### src/rtl/serial_frame_receiver.sv
// serial_frame_receiver
//   SPI-style slave frame engine. Serial clock edges and chip select come in
//   already conditioned (synchronised, edge-detected) in the clk domain.
//   One frame = WIDTH bits, MSB first on both mosi and miso.
//
// Ports
//   clk          system clock, all state changes on its rising edge
//   resetn       synchronous active-low reset
//   cs_n         chip select, active low
//   sclk_rise    one-cycle pulse: serial clock rising edge (sample mosi)
//   sclk_fall    one-cycle pulse: serial clock falling edge (advance miso)
//   mosi         serial data in
//   tx_data      word to transmit in the next frame
//   tx_load      capture tx_data into the transmit buffer
//   miso         registered serial data out (0 outside SHIFT)
//   rx_data      last completely received word
//   rx_valid     one-cycle pulse, rx_data just updated
//   frame_error  one-cycle pulse, chip select released mid-frame
//   busy         high while in SHIFT or HOLD
module serial_frame_receiver #(
  parameter int WIDTH = 8
) (
  input  logic             clk,
  input  logic             resetn,
  input  logic             cs_n,
  input  logic             sclk_rise,
  input  logic             sclk_fall,
  input  logic             mosi,
  input  logic [WIDTH-1:0] tx_data,
  input  logic             tx_load,
  output logic             miso,
  output logic [WIDTH-1:0] rx_data,
  output logic             rx_valid,
  output logic             frame_error,
  output logic             busy
);

  localparam int CW = $clog2(WIDTH + 1);
  localparam logic [CW-1:0] LAST_BIT = CW'(WIDTH - 1);
  localparam logic [CW-1:0] FULL_CNT = CW'(WIDTH);

  typedef enum logic [1:0] {
    IDLE  = 2'd0,
    SHIFT = 2'd1,
    HOLD  = 2'd2
  } state_t;

  state_t           state_reg, state_next;
  logic [CW-1:0]    bit_cnt_reg, bit_cnt_next;
  logic [WIDTH-1:0] tx_buf_reg, tx_buf_next;
  logic [WIDTH-1:0] tx_shift_reg, tx_shift_next;
  logic [WIDTH-1:0] rx_shift_reg, rx_shift_next;
  logic [WIDTH-1:0] rx_data_reg, rx_data_next;
  logic             miso_reg, miso_next;
  logic             rx_valid_reg, rx_valid_next;
  logic             frame_error_reg, frame_error_next;

  // A load in the same cycle as frame start must already be visible to that
  // frame, so bypass the buffer register here.
  logic [WIDTH-1:0] tx_start_word;
  assign tx_start_word = tx_load ? tx_data : tx_buf_reg;

  always_ff @(posedge clk) begin
    if (!resetn) begin
      state_reg       <= IDLE;
      bit_cnt_reg     <= '0;
      tx_buf_reg      <= '0;
      tx_shift_reg    <= '0;
      rx_shift_reg    <= '0;
      rx_data_reg     <= '0;
      miso_reg        <= 1'b0;
      rx_valid_reg    <= 1'b0;
      frame_error_reg <= 1'b0;
    end else begin
      state_reg       <= state_next;
      bit_cnt_reg     <= bit_cnt_next;
      tx_buf_reg      <= tx_buf_next;
      tx_shift_reg    <= tx_shift_next;
      rx_shift_reg    <= rx_shift_next;
      rx_data_reg     <= rx_data_next;
      miso_reg        <= miso_next;
      rx_valid_reg    <= rx_valid_next;
      frame_error_reg <= frame_error_next;
    end
  end

  always_comb begin
    state_next       = state_reg;
    bit_cnt_next     = bit_cnt_reg;
    tx_buf_next      = tx_load ? tx_data : tx_buf_reg;
    tx_shift_next    = tx_shift_reg;
    rx_shift_next    = rx_shift_reg;
    rx_data_next     = rx_data_reg;
    miso_next        = miso_reg;
    rx_valid_next    = 1'b0;
    frame_error_next = 1'b0;

    unique case (state_reg)
      IDLE: begin
        miso_next = 1'b0;
        // Edge pulses in the start cycle are deliberately dropped.
        if (!cs_n) begin
          state_next    = SHIFT;
          bit_cnt_next  = '0;
          tx_shift_next = tx_start_word;
          miso_next     = tx_start_word[WIDTH-1];
        end
      end

      SHIFT: begin
        if (sclk_rise && bit_cnt_reg == LAST_BIT) begin
          // Final bit wins over a coincident cs_n release: frame is good.
          rx_shift_next = {rx_shift_reg[WIDTH-2:0], mosi};
          rx_data_next  = {rx_shift_reg[WIDTH-2:0], mosi};
          rx_valid_next = 1'b1;
          bit_cnt_next  = FULL_CNT;
          miso_next     = 1'b0;
          state_next    = HOLD;
        end else if (cs_n) begin
          frame_error_next = 1'b1;
          miso_next        = 1'b0;
          state_next       = IDLE;
        end else if (sclk_rise) begin
          // A fall arriving with the rise is ignored.
          rx_shift_next = {rx_shift_reg[WIDTH-2:0], mosi};
          bit_cnt_next  = bit_cnt_reg + 1'b1;
        end else if (sclk_fall && bit_cnt_reg != '0 && bit_cnt_reg < FULL_CNT) begin
          // Fall before the first rise is ignored: the MSB went out at start.
          tx_shift_next = {tx_shift_reg[WIDTH-2:0], 1'b0};
          miso_next     = tx_shift_reg[WIDTH-2];
        end
      end

      HOLD: begin
        miso_next = 1'b0;
        if (cs_n) begin
          state_next = IDLE;
        end
      end

      default: begin
        state_next = IDLE;
        miso_next  = 1'b0;
      end
    endcase
  end

  assign miso        = miso_reg;
  assign rx_data     = rx_data_reg;
  assign rx_valid    = rx_valid_reg;
  assign frame_error = frame_error_reg;
  assign busy        = (state_reg == SHIFT) || (state_reg == HOLD);

endmodule

### config.mk
export PLATFORM = sky130hd
export DESIGN_NAME = serial_frame_receiver
export DESIGN_NICKNAME = d
export VERILOG_FILES = /design/src/rtl/serial_frame_receiver.sv
export SDC_FILE = /design/constraint.sdc
export NUM_CORES = 1
export LEC_CHECK = 0
export CAP_MARGIN = 20
export CELL_PAD_IN_SITES_DETAIL_PLACEMENT = 0
export CELL_PAD_IN_SITES_GLOBAL_PLACEMENT = 1
export CORE_MARGIN = 1.5
export CORE_UTILIZATION = 40
export CTS_CLUSTER_DIAMETER = 30
export CTS_CLUSTER_SIZE = 40
export DETAILED_ROUTE_END_ITERATION = 6
export GPL_ROUTABILITY_DRIVEN = 0
export PLACE_DENSITY = 0.81
export SETUP_SLACK_MARGIN = 0.1
export SLEW_MARGIN = 5
export SYNTH_ARGS = -nofsm -noshare
export SYNTH_HDL_FRONTEND = slang
export SYNTH_SLANG_ARGS = --single-unit
export TNS_END_PERCENT = 5
### constraint.sdc
create_clock -name clk -period 2.1 [get_ports clk]
set_input_delay 0.42 -clock clk [delete_from_list [all_inputs] [get_ports clk]]
set_output_delay 0.42 -clock clk [all_outputs]
set_load 0.005 [all_outputs]
==> results_tabular.tex, run 1 <==
\begin{tabular}{lr}
\hline
Metric & Value \\
\hline
\multicolumn{2}{l}{\textbf{Detailed routing}} \\
Wire length reported by the detailed router & 3380 um \\
Via count & roughly 1400 \\
Post-detailed-route DRC marker count & 0 \\
Iteration-0 DRC count of the detailed router & 61 \\
Number of optimization iterations in the first detailed-route pass & 4 \\
Via count normalized by instance count & 5.01 \\
Detail Route Antenna Nets & 0 \\
WL/cell & 11.9 um \\
\multicolumn{2}{l}{\textbf{Cells and area}} \\
Non-filler instance count after layout & around 280 \\
Area of the multi-input gates & just over 900 sq um \\
Syn-to-layout area delta & 26.1\% \\
Count of filler cells inserted in the layout & 410 \\
Post-layout nets & roughly 250 \\
Antenna diode count & 0 \\
Sequential standard cell area & between 700 and 800 sq um \\
Share of layout cells above drive strength 1 & 9.91\% \\
\multicolumn{2}{l}{\textbf{Placed design}} \\
DP Cell Count & between 200 and 300 \\
IO Port Bufs & 26 \\
Worst-case setup slack after placement & about 0.037 ns \\
Half-perimeter wire length of the detailed placement result & 2350 um \\
\multicolumn{2}{l}{\textbf{Yosys}} \\
Main synth FF type & sky130\_fd\_sc\_hd\_\_dfxtp\_1 \\
Async set or reset register ratio after synthesis & 0\% \\
Post-synthesis adder-cell area fraction & 4.20\% \\
Syn. warnings & 0 \\
Share of Yosys cell area claimed by the top area cell type & between 40\% and 50\% \\
Synthesized cell area & roughly 1800 sq um \\
Fraction of synthesized cell area in xor and xnor cells & 0\% \\
Syn Nets & around 220 \\
Average cell area after synthesis & between 8 and 9 sq um \\
Proportion of synthesized chip area in sequential cells & a little over two fifths \\
Area fraction in compound gates after synthesis & approximately 14\% \\
Number of distinct library cell variants in the gate-level netlist after synthesis & 37 \\
EDFF count, synth & 0 \\
Multiplexer area fraction after synthesis & between 10\% and 20\% \\
Number of instances in the synthesized netlist & 200 \\
Most area-hungry cell type in the Yosys netlist & sky130\_fd\_sc\_hd\_\_dfxtp\_1 \\
Fraction of the mapped netlist area in simple logic gates & 21.6\% \\
Largest cells by area after synthesis & sky130\_fd\_sc\_hd\_\_dfxtp\_1 44\%, sky130\_fd\_sc\_hd\_\_mux2i\_1 12\%, sky130\_fd\_sc\_hd\_\_nand2\_1 8.4\% \\
Dominant combinational cell family by area after synthesis & simple AND/OR/NAND/NOR gates \\
Flip-flop and latch count after synthesis & 39 \\
\multicolumn{2}{l}{\textbf{GRT}} \\
Met1 track demand over resource in global routing & between 20\% and 30\% \\
Total GRT Usage & 16.5\% \\
Initial antenna violation count & 0 \\
Number of global-route vias before repair & about 1400 \\
Layer carrying the most global-route usage & met2 \\
Fraction of met3 tracks used by global routing & roughly 5.2\% \\
Global-route wire length before repair & $\sim$6400 um \\
Largest net degree at the start of global routing & slightly below 50 \\
GRT overflow & 0 \\
Met2 track utilization from global routing & 25.9\% \\
\multicolumn{2}{l}{\textbf{Die}} \\
Die boundary width & around 70 um \\
Die footprint & 4880 sq um \\
Chip height & around 70 um \\
Std-Cell Core Area & around 4300 sq um \\
Number of standard-cell rows in the floorplan & 24 \\
Starting density of the core & 41.3\% \\
Number of top-level pins & 27 \\
\multicolumn{2}{l}{\textbf{Worst setup path}} \\
Crit. End Element & output port \\
Delay of the slowest cell on the worst path & 0.49 ns \\
Max FO, Critical Path & 4 \\
Category of the most critical setup path & flop to output port \\
Data required, critical path & 1.68 ns \\
CP cell instances & inv\_1 > ha\_1 > clkdlybuf4s50\_1 \\
Critical Path Source Type & flop \\
Count of buffering cells on the critical path with inverters included & 2 \\
Slowest-stage cell, CP & sky130\_fd\_sc\_hd\_\_clkdlybuf4s50\_1 \\
Cell family with the largest share of critical-path delay & buffers and inverters \\
Data arrival time at the worst-slack endpoint & approximately 1.5 ns \\
\multicolumn{2}{l}{\textbf{Timing}} \\
Clock tree skew after final layout & around 0.0053 ns \\
Final hold slack & 0.465 ns \\
Achievable clock frequency & roughly 0.53 GHz \\
Share of the cycle needed by the critical path after routing & around 90\% \\
Final min period & between 1.5 and 2 ns \\
Headroom to the max-slew limit & 75.8\% \\
Count of final setup violators & 0 \\
RSZ-0062 raised after global routing & true \\
Final setup margin & roughly 0.2 ns \\
Final max-slew violation count & 0 \\
Final number of hold-violating endpoints & 0 \\
Transition time at the pin with the least slew margin & 0.363 ns \\
Final total negative setup slack & 0 ns \\
\multicolumn{2}{l}{\textbf{Clock tree}} \\
Number of buffers added by the clock tree synthesis step & 5 \\
Insertion delay of the later-clocked pin in the worst-skew pair & 0.30 ns \\
CTS max path bufs & 2 \\
Num Clock Sinks & 39 \\
Buffer cell driving the clock tree root & sky130\_fd\_sc\_hd\_\_clkbuf\_8 \\
TritonCTS clock tree & built \\
Maximum level of the CTS H-tree & 2 \\
Number of hold buffers added after CTS & 0 \\
Clock-pin slew of the registers on the worst-case setup and hold paths & 0.07 ns \\
\multicolumn{2}{l}{\textbf{Run}} \\
Count of maximum capacitance violations & 0 \\
\multicolumn{2}{l}{\textbf{Run status}} \\
Result of the run & finished clean \\
\multicolumn{2}{l}{\textbf{Power}} \\
Largest voltage drop on the vdd net & approximately 0.32 mV \\
Power per unit of standard cell area & about 690 nW/um\^{}2 \\
Leakage power summed over all cells & 0.864 nW \\
\multicolumn{2}{l}{\textbf{Hold path}} \\
HP Class & flop to flop \\
\hline
\end{tabular}
kinds of logic after synthesis:
family                   after synthesis
multiplexers                          22
flip-flops                            39
AO/OA/AOI/OAI                         35
buffers and inverters                 18
adder cells (fa/ha/maj)                6
AND/OR/NAND/NOR                       80
worst paths after layout:
| kind | from | to | slack [ns] | cells after the start |
|---|---|---|---|---|
| worst max-delay path | state_reg[1] | busy | 0.20 | 3 |
| worst min-delay path | rx_data[4] | rx_data[4] | 0.47 | 2 |
| worst max register to register | state_reg[1] | bit_cnt_reg[3] | 0.28 | 7 |
| worst min register to register | rx_data[4] | rx_data[4] | 0.47 | 2 |
routing by layer:
metal  wire length [um]  up-vias
met4                 70        0
met3                145        9
li1                   -      738
met1               1700      649
met5                  0        -
met2               1470       26
power breakdown:
group / switching [W] / leakage (nW) / internal, W / total (W)
Combinational: 0.0000952 / 0.496 / 0.000105 / 0.000201
Clock: 0.000271 / 0.0505 / 0.000299 / 0.000570
Sequential: 0.0000106 / 0.318 / 0.000763 / 0.000774
stage by stage:
step	utilization (%)	area, sq um	total power [W]
final	52.1	2250	0.00154
after global routing	52.1	2250	0.00163
after CTS	52.0	2250	0.00157
after detailed placement	49.6	2150	0.000994
after global placement	49.6	2150	0.000991
after floorplan	-	1790	0.000915
cell usage after synthesis, types with 2 or more instances:
library cell / number
sky130_fd_sc_hd__nor2b_1: 16
sky130_fd_sc_hd__nand2_1: 40
sky130_fd_sc_hd__buf_2: 3
sky130_fd_sc_hd__dfxtp_1: 39
sky130_fd_sc_hd__mux2i_1: 21
sky130_fd_sc_hd__nor2_1: 6
sky130_fd_sc_hd__ha_1: 6
sky130_fd_sc_hd__o21ai_0: 10
sky130_fd_sc_hd__a21oi_1: 3
sky130_fd_sc_hd__clkbuf_1: 6
sky130_fd_sc_hd__a21boi_0: 11
sky130_fd_sc_hd__and2_1: 2
sky130_fd_sc_hd__and3_1: 3
sky130_fd_sc_hd__nand2b_1: 4
sky130_fd_sc_hd__inv_1: 6
sky130_fd_sc_hd__nand3_1: 3
repair_timing:
action                                 CTS  global route
resized for setup                        0             2
setup endpoints to repair                0             3
setup buffers                            0             0
endpoints found under the hold margin    0             0
final cells by class:
type                    instances  area share [%]
repair buffers                 36            15.4
well taps                      52            2.89
inverters                       6            1.00
multi-input cells             143            41.3
flip-flops and latches         39            34.8
clock buffers                   7            4.28
clock inverters                 1           0.333
placed cells by master (no fill, tap or decap), drive strengths merged, types with 2 or more instances in the layout:
cell type / n
a21boi: 11
a21oi: 4
and2: 2
and3: 3
buf: 10
clkbuf: 7
clkdlybuf4s50: 26
dfxtp: 39
ha: 6
inv: 6
mux2i: 21
nand2: 40
nand2b: 4
nand3: 3
nor2: 6
nor2b: 16
o21ai: 10
worst min-delay path: stages (launching register included):
cell,delay (ns)
sky130_fd_sc_hd__dfxtp_1,0.31
sky130_fd_sc_hd__nand2_1,0.05
sky130_fd_sc_hd__a21boi_0,0.06
No activity file was read; power rests on OpenSTA's default activity.
==> run 2, diff against run 1 <==
--- a/config.mk
+++ b/config.mk
@@ -6,7 +6,7 @@
 export NUM_CORES = 1
 export LEC_CHECK = 0
 export CAP_MARGIN = 20
-export CELL_PAD_IN_SITES_DETAIL_PLACEMENT = 0
+export CELL_PAD_IN_SITES_DETAIL_PLACEMENT = 1
 export CELL_PAD_IN_SITES_GLOBAL_PLACEMENT = 1
 export CORE_MARGIN = 1.5
 export CORE_UTILIZATION = 40
==> run 2 against run 1 <==
Sequential power about the same. Hold slack improved by 0.0026 ns. Clock skew up 0.0064 ns. Largest cell class unchanged. Critical endpoint unchanged. Highest routed layer unchanged.
==> results_tabular.tex, run 2 (same netlist as run 1, synthesis figures left out) <==
\begin{tabular}{lr}
\hline
Metric & Value \\
\hline
\multicolumn{2}{l}{\textbf{Run status}} \\
Result of the run & finished clean (unchanged) \\
\multicolumn{2}{l}{\textbf{Worst setup path}} \\
Critical Path Source Type & flop (unchanged) \\
Worst r2r path cells & 7 (unchanged) \\
Data arrival time at the worst-slack endpoint & 1.55 ns (was 1.48 ns) \\
Reg-to-reg startpoint & state\_reg[1] (unchanged) \\
Category of the most critical setup path & flop to output port (unchanged) \\
Data required, critical path & 1.68 ns (about the same) \\
Worst-case register-to-register setup slack & 0.22 ns (was 0.28 ns) \\
Crit. End Element & output port (unchanged) \\
Max FO, Critical Path & 4 (unchanged) \\
Reg2Reg Capture Point & tx\_shift\_reg[5] (was bit\_cnt\_reg[3]) \\
\multicolumn{2}{l}{\textbf{Clock tree}} \\
Clock-pin slew of the registers on the worst-case setup and hold paths & 0.08 ns (was 0.07 ns) \\
Num Clock Sinks & 39 (unchanged) \\
Insertion delay of the later-clocked pin in the worst-skew pair & 0.30 ns (about the same) \\
CTS max path bufs & 2 (unchanged) \\
Buffer cell driving the clock tree root & sky130\_fd\_sc\_hd\_\_clkbuf\_8 (unchanged) \\
TritonCTS clock tree & built (unchanged) \\
Number of buffers added by the clock tree synthesis step & 5 (unchanged) \\
Maximum level of the CTS H-tree & 2 (unchanged) \\
Post-CTS Setup Inserts & 0 (unchanged) \\
\multicolumn{2}{l}{\textbf{Cells and area}} \\
Layout Cell Area excl Fill & 2270 sq um (was 2250 sq um) \\
Antenna diode count & 0 (unchanged) \\
Most frequent cells in the layout & 40 x sky130\_fd\_sc\_hd\_\_nand2\_1, 39 x sky130\_fd\_sc\_hd\_\_dfxtp\_1, 26 x sky130\_fd\_sc\_hd\_\_clkdlybuf4s50\_1 (was 40 x sky130\_fd\_sc\_hd\_\_nand2\_1, 37 x sky130\_fd\_sc\_hd\_\_dfxtp\_1, 26 x sky130\_fd\_sc\_hd\_\_clkdlybuf4s50\_1) \\
Share of layout cells above drive strength 1 & 9.48\% (was 9.91\%) \\
Post-layout nets & 252 (unchanged) \\
Syn-to-layout area delta & 26.8\% (was 26.1\%) \\
Most common cell after layout, fill and taps aside & sky130\_fd\_sc\_hd\_\_nand2\_1 (unchanged) \\
\multicolumn{2}{l}{\textbf{Power}} \\
P\_int & 0.00125 W (was 0.00117 W) \\
Post-layout power & 0.00163 W (was 0.00154 W) \\
Largest voltage drop on the vdd net & 0.475 mV (was 0.323 mV) \\
Logic gate share of total power & 12.6\% (was 13.0\%) \\
Power share of the clock group & 39.8\% (was 36.9\%) \\
Power per unit of standard cell area & 719 nW/um\^{}2 (was 685 nW/um\^{}2) \\
Leakage power summed over all cells & 0.873 nW (was 0.864 nW) \\
Sequential Power Share & 47.5\% (was 50.1\%) \\
Switching Fraction & 23.1\% (was 24.4\%) \\
P\_sw & 0.000376 W (was 0.000377 W) \\
\multicolumn{2}{l}{\textbf{GRT}} \\
GRT overflow & 0 (unchanged) \\
Global-route wire length before repair & 6980 um (was 6390 um) \\
Number of global-route vias before repair & 1456 (was 1428) \\
Total GRT Usage & 18.1\% (was 16.5\%) \\
Initial antenna violation count & 0 (unchanged) \\
Largest net degree at the start of global routing & 49 (unchanged) \\
\multicolumn{2}{l}{\textbf{Timing}} \\
Share of the cycle needed by the critical path after routing & 93.6\% (was 90.6\%) \\
Clock tree skew after final layout & 0.0117 ns (was 0.00532 ns) \\
Transition time at the pin with the least slew margin & 0.309 ns (was 0.363 ns) \\
Final total negative setup slack & 0 ns (unchanged) \\
Count of final setup violators & 0 (unchanged) \\
Headroom to the max-slew limit & 79.3\% (was 75.8\%) \\
Final min period & 1.97 ns (was 1.90 ns) \\
Final number of hold-violating endpoints & 0 (unchanged) \\
Final max-slew violation count & 0 (unchanged) \\
Achievable clock frequency & 0.509 GHz (was 0.526 GHz) \\
RSZ-0062 raised after global routing & true (unchanged) \\
\multicolumn{2}{l}{\textbf{Placed design}} \\
Placed cell areas & 2150 sq um (unchanged) \\
Half-perimeter wire length of the detailed placement result & 2810 um (was 2350 um) \\
IO Port Bufs & 26 (unchanged) \\
\multicolumn{2}{l}{\textbf{Detailed routing}} \\
Via count & 1429 (was 1422) \\
Number of optimization iterations in the first detailed-route pass & 4 (unchanged) \\
WL/cell & 13.9 um (was 11.9 um) \\
Post-detailed-route DRC marker count & 0 (unchanged) \\
Via count normalized by instance count & 5.03 (was 5.01) \\
Wire length reported by the detailed router & 3940 um (was 3380 um) \\
Iteration-0 DRC count of the detailed router & 64 (was 61) \\
Detail Route Antenna Nets & 0 (unchanged) \\
\multicolumn{2}{l}{\textbf{Die}} \\
Number of standard-cell rows in the floorplan & 24 (unchanged) \\
Starting density of the core & 41.3\% (unchanged) \\
Die footprint & 4880 sq um (unchanged) \\
Chip height & 69.8 um (unchanged) \\
Die boundary width & 69.8 um (unchanged) \\
Number of top-level pins & 27 (unchanged) \\
Std-Cell Core Area & 4320 sq um (unchanged) \\
\multicolumn{2}{l}{\textbf{Hold path}} \\
Min-Delay Startpoint & rx\_data[5] (was rx\_data[4]) \\
Sink of the worst hold path & rx\_data[5] (was rx\_data[4]) \\
HP Class & flop to flop (unchanged) \\
Instance count along the most critical hold path & 2 (unchanged) \\
\multicolumn{2}{l}{\textbf{Run}} \\
Count of maximum capacitance violations & 0 (unchanged) \\
\hline
\end{tabular}
[run 2: cell count changes in the layout (fill, tap and decap cells not counted)]
| cell | previous run | this run |
|---|---|---|
| sky130_fd_sc_hd__ha_2 | 0 | 1 |
| sky130_fd_sc_hd__clkinvlp_4 | 1 | 0 |
| sky130_fd_sc_hd__ha_1 | 6 | 5 |
| sky130_fd_sc_hd__dfxtp_2 | 2 | 0 |
| sky130_fd_sc_hd__clkbuf_8 | 7 | 6 |
| sky130_fd_sc_hd__dfxtp_1 | 37 | 39 |
| sky130_fd_sc_hd__clkinv_2 | 0 | 1 |
| sky130_fd_sc_hd__bufinv_16 | 0 | 1 |
[run 2: power groups by stage]
stage / clock network (W) / registers [W] / logic [W]
2_1_floorplan: 0 / 0.000788 / 0.000127
3_3_place_gp: 0 / 0.000791 / 0.000200
3_5_place_dp: 0 / 0.000791 / 0.000207
4_1_cts: 0.000671 / 0.000774 / 0.000209
5_1_grt: 0.000704 / 0.000777 / 0.000230
6_report: 0.000649 / 0.000774 / 0.000206
[run 2: area by class of cell]
class                   instances  area, sq um
clock inverters                 2         35.0
inverters                       6         22.5
well taps                      52         65.1
multi-input cells             143          932
fillers                       507         2060
flip-flops and latches         39          781
repair buffers                 36          348
clock buffers                   6         82.6
[run 2: stage by stage]
stage	hold WS, ns	instances	setup slack, ns	utilization [%]
detailed placement	0.459	276	0.0128	49.6
floorplan	0.435	200	0.362	-
finish	0.468	284	0.134	52.4
global placement	0.450	276	0.0677	49.6
global route	0.500	284	0.0463	52.4
CTS	0.470	284	0.120	52.3
[run 2: critical path: stages, from the launching register on]
cell,delay (ns)
sky130_fd_sc_hd__dfxtp_1,0.41
sky130_fd_sc_hd__inv_1,0.08
sky130_fd_sc_hd__ha_1,0.28
sky130_fd_sc_hd__clkdlybuf4s50_1,0.49
[run 2: worst max-delay path by stage]
stage,startpoint,end,slack (ns),cells after the start
after global routing,state_reg[1],tx_shift_reg[2],0.05,7
final,state_reg[0],busy,0.13,3
after detailed placement,sclk_rise,tx_shift_reg[5],0.01,6
after CTS,state_reg[1],busy,0.12,3
after floorplan,state_reg[1],tx_shift_reg[0],0.36,8
after global placement,sclk_rise,tx_shift_reg[4],0.07,6
[run 2: metal layers]
layer	wire length, um	track usage, %
met5	0	0
met4	71	8.33
met3	125	4.65
met2	1820	28.3
met1	1920	23.3
[run 2: what timing repair did]
| action | in CTS | in global routing |
|---|---|---|
| hold endpoints to repair | 0 | 0 |
| hold buffers | 0 | 0 |
| gates resized for setup | 0 | 1 |
| setup endpoints to repair | 0 | 10 |
==> run 3, diff against run 2 <==
--- a/config.mk
+++ b/config.mk
@@ -14,7 +14,7 @@
 export CTS_CLUSTER_SIZE = 40
 export DETAILED_ROUTE_END_ITERATION = 6
 export GPL_ROUTABILITY_DRIVEN = 0
-export PLACE_DENSITY = 0.81
+export PLACE_DENSITY = 0.8
 export SETUP_SLACK_MARGIN = 0.1
 export SLEW_MARGIN = 5
 export SYNTH_ARGS = -nofsm -noshare
==> run 3 against run 2 <==
Maximum frequency grew 3.2%. Final area shrank 1.6%. Highest routed layer unchanged. Cell count is the same.
==> results_tabular.tex, run 3 (same netlist as run 1, synthesis figures left out) <==
\begin{tabular}{lr}
\hline
Metric & Value \\
\hline
\multicolumn{2}{l}{\textbf{Run status}} \\
Result of the run & finished clean (unchanged) \\
\multicolumn{2}{l}{\textbf{Timing}} \\
Transition time at the pin with the least slew margin & 0.380 ns (was 0.309 ns) \\
RSZ-0062 raised after global routing & true (unchanged) \\
Count of final setup violators & 0 (unchanged) \\
Headroom to the max-slew limit & 74.7\% (was 79.3\%) \\
Final min period & 1.91 ns (was 1.97 ns) \\
Achievable clock frequency & 0.525 GHz (was 0.509 GHz) \\
Share of the cycle needed by the critical path after routing & 90.7\% (was 93.6\%) \\
Clock tree skew after final layout & 0.00573 ns (was 0.0117 ns) \\
Final max-slew violation count & 0 (unchanged) \\
Final number of hold-violating endpoints & 0 (unchanged) \\
Final setup margin & 0.195 ns (was 0.134 ns) \\
Final total negative setup slack & 0 ns (unchanged) \\
\multicolumn{2}{l}{\textbf{Worst setup path}} \\
Max FO, Critical Path & 4 (unchanged) \\
Crit. End Element & output port (unchanged) \\
Critical Path Source Type & flop (unchanged) \\
Category of the most critical setup path & flop to output port (unchanged) \\
Data required, critical path & 1.68 ns (about the same) \\
Data arrival time at the worst-slack endpoint & 1.49 ns (was 1.55 ns) \\
\multicolumn{2}{l}{\textbf{Power}} \\
Power per unit of standard cell area & 658 nW/um\^{}2 (was 719 nW/um\^{}2) \\
Largest voltage drop on the vdd net & 0.325 mV (was 0.475 mV) \\
Leakage power summed over all cells & 0.856 nW (was 0.873 nW) \\
\multicolumn{2}{l}{\textbf{Clock tree}} \\
Insertion delay of the later-clocked pin in the worst-skew pair & 0.30 ns (about the same) \\
TritonCTS clock tree & built (unchanged) \\
Maximum level of the CTS H-tree & 2 (unchanged) \\
Buffer cell driving the clock tree root & sky130\_fd\_sc\_hd\_\_clkbuf\_8 (unchanged) \\
CTS max path bufs & 2 (unchanged) \\
Num Clock Sinks & 39 (unchanged) \\
Number of buffers added by the clock tree synthesis step & 5 (unchanged) \\
Clock-pin slew of the registers on the worst-case setup and hold paths & 0.07 ns (was 0.08 ns) \\
\multicolumn{2}{l}{\textbf{Hold path}} \\
HP Class & flop to flop (unchanged) \\
\multicolumn{2}{l}{\textbf{GRT}} \\
Largest net degree at the start of global routing & 49 (unchanged) \\
Number of global-route vias before repair & 1494 (was 1456) \\
Global-route wire length before repair & 6740 um (was 6980 um) \\
GRT overflow & 0 (unchanged) \\
Total GRT Usage & 17.4\% (was 18.1\%) \\
Initial antenna violation count & 0 (unchanged) \\
\multicolumn{2}{l}{\textbf{Detailed routing}} \\
Wire length reported by the detailed router & 3780 um (was 3940 um) \\
Via count normalized by instance count & 5.05 (was 5.03) \\
Number of optimization iterations in the first detailed-route pass & 4 (unchanged) \\
Iteration-0 DRC count of the detailed router & 77 (was 64) \\
Post-detailed-route DRC marker count & 0 (unchanged) \\
Detail Route Antenna Nets & 0 (unchanged) \\
WL/cell & 13.3 um (was 13.9 um) \\
Via count & 1434 (was 1429) \\
\multicolumn{2}{l}{\textbf{Placed design}} \\
IO Port Bufs & 26 (unchanged) \\
Worst-case setup slack after placement & 0.0672 ns (was 0.0128 ns) \\
Half-perimeter wire length of the detailed placement result & 2710 um (was 2810 um) \\
\multicolumn{2}{l}{\textbf{Cells and area}} \\
Most common cell after layout, fill and taps aside & sky130\_fd\_sc\_hd\_\_nand2\_1 (unchanged) \\
Most frequent cells in the layout & 40 x sky130\_fd\_sc\_hd\_\_nand2\_1, 37 x sky130\_fd\_sc\_hd\_\_dfxtp\_1, 26 x sky130\_fd\_sc\_hd\_\_clkdlybuf4s50\_1 (was 40 x sky130\_fd\_sc\_hd\_\_nand2\_1, 39 x sky130\_fd\_sc\_hd\_\_dfxtp\_1, 26 x sky130\_fd\_sc\_hd\_\_clkdlybuf4s50\_1) \\
Antenna diode count & 0 (unchanged) \\
Share of layout cells above drive strength 1 & 9.05\% (was 9.48\%) \\
Syn-to-layout area delta & 24.8\% (was 26.8\%) \\
Post-layout nets & 252 (unchanged) \\
\multicolumn{2}{l}{\textbf{Die}} \\
Die footprint & 4880 sq um (unchanged) \\
Starting density of the core & 41.3\% (unchanged) \\
Die boundary width & 69.8 um (unchanged) \\
Number of standard-cell rows in the floorplan & 24 (unchanged) \\
Number of top-level pins & 27 (unchanged) \\
Chip height & 69.8 um (unchanged) \\
Std-Cell Core Area & 4320 sq um (unchanged) \\
\multicolumn{2}{l}{\textbf{Run}} \\
Count of maximum capacitance violations & 0 (unchanged) \\
\hline
\end{tabular}
## run 3: critical path, cell delays in order (launching register included)
cell	delay, ns
sky130_fd_sc_hd__dfxtp_2	0.37
sky130_fd_sc_hd__inv_1	0.06
sky130_fd_sc_hd__ha_1	0.27
sky130_fd_sc_hd__clkdlybuf4s50_1	0.49
## run 3: path summary, 6_finish.rpt
check,from,end,slack [ns],cells past startpoint
hold reg to reg,rx_data[6],rx_data[6],0.46,2
hold / removal,rx_data[6],rx_data[6],0.46,2
setup / recovery,state_reg[0],busy,0.19,3
setup reg to reg,state_reg[1],tx_shift_reg[3],0.26,7
## run 3: stage by stage
| stage | std cells | total power, W | utilization [%] | hold slack, ns | cell area, sq um |
|---|---|---|---|---|---|
| finish | 284 | 0.00147 | 51.6 | 0.463 | 2230 |
| global route | 284 | 0.00155 | 51.6 | 0.500 | 2230 |
| CTS | 284 | 0.00149 | 51.5 | 0.470 | 2230 |
| detailed placement | 276 | 0.000997 | 49.6 | 0.459 | 2150 |
| global placement | 276 | 0.000990 | 49.6 | 0.443 | 2150 |
| floorplan | 200 | 0.000915 | - | 0.435 | 1790 |
## run 3: metal layers
metal / track usage, % / up-vias / share of wire, %
met5: 0 / - / 0
met2: 27.4 / 20 / 46
met4: 7.05 / 0 / 1.4
li1: - / 738 / -
met3: 5.81 / 5 / 3.6
met1: 21.8 / 671 / 49
## run 3: timing repair
action                     in CTS  in global routing
hold buffers                    0                  0
gates resized for setup         0                  2
setup buffers                   0                  0
setup endpoints to repair       0                  8
## run 3: area by class of cell
type / instances / area (sq um)
Fill cell: 525 / 2090
Multi-Input combinational cell: 143 / 930
Clock inverter: 1 / 5.00
Inverter: 6 / 22.5
Timing Repair Buffer: 36 / 348
Sequential cell: 39 / 783
Clock buffer: 7 / 76.3
Tap cell: 52 / 65.1
## run 3: power breakdown
| part | switching (W) | internal, W |
|---|---|---|
| Clock | 0.000256 | 0.000233 |
| Sequential | 0.0000122 | 0.000763 |
| Combinational | 0.0000985 | 0.000104 |
| Total | 0.000367 | 0.00110 |
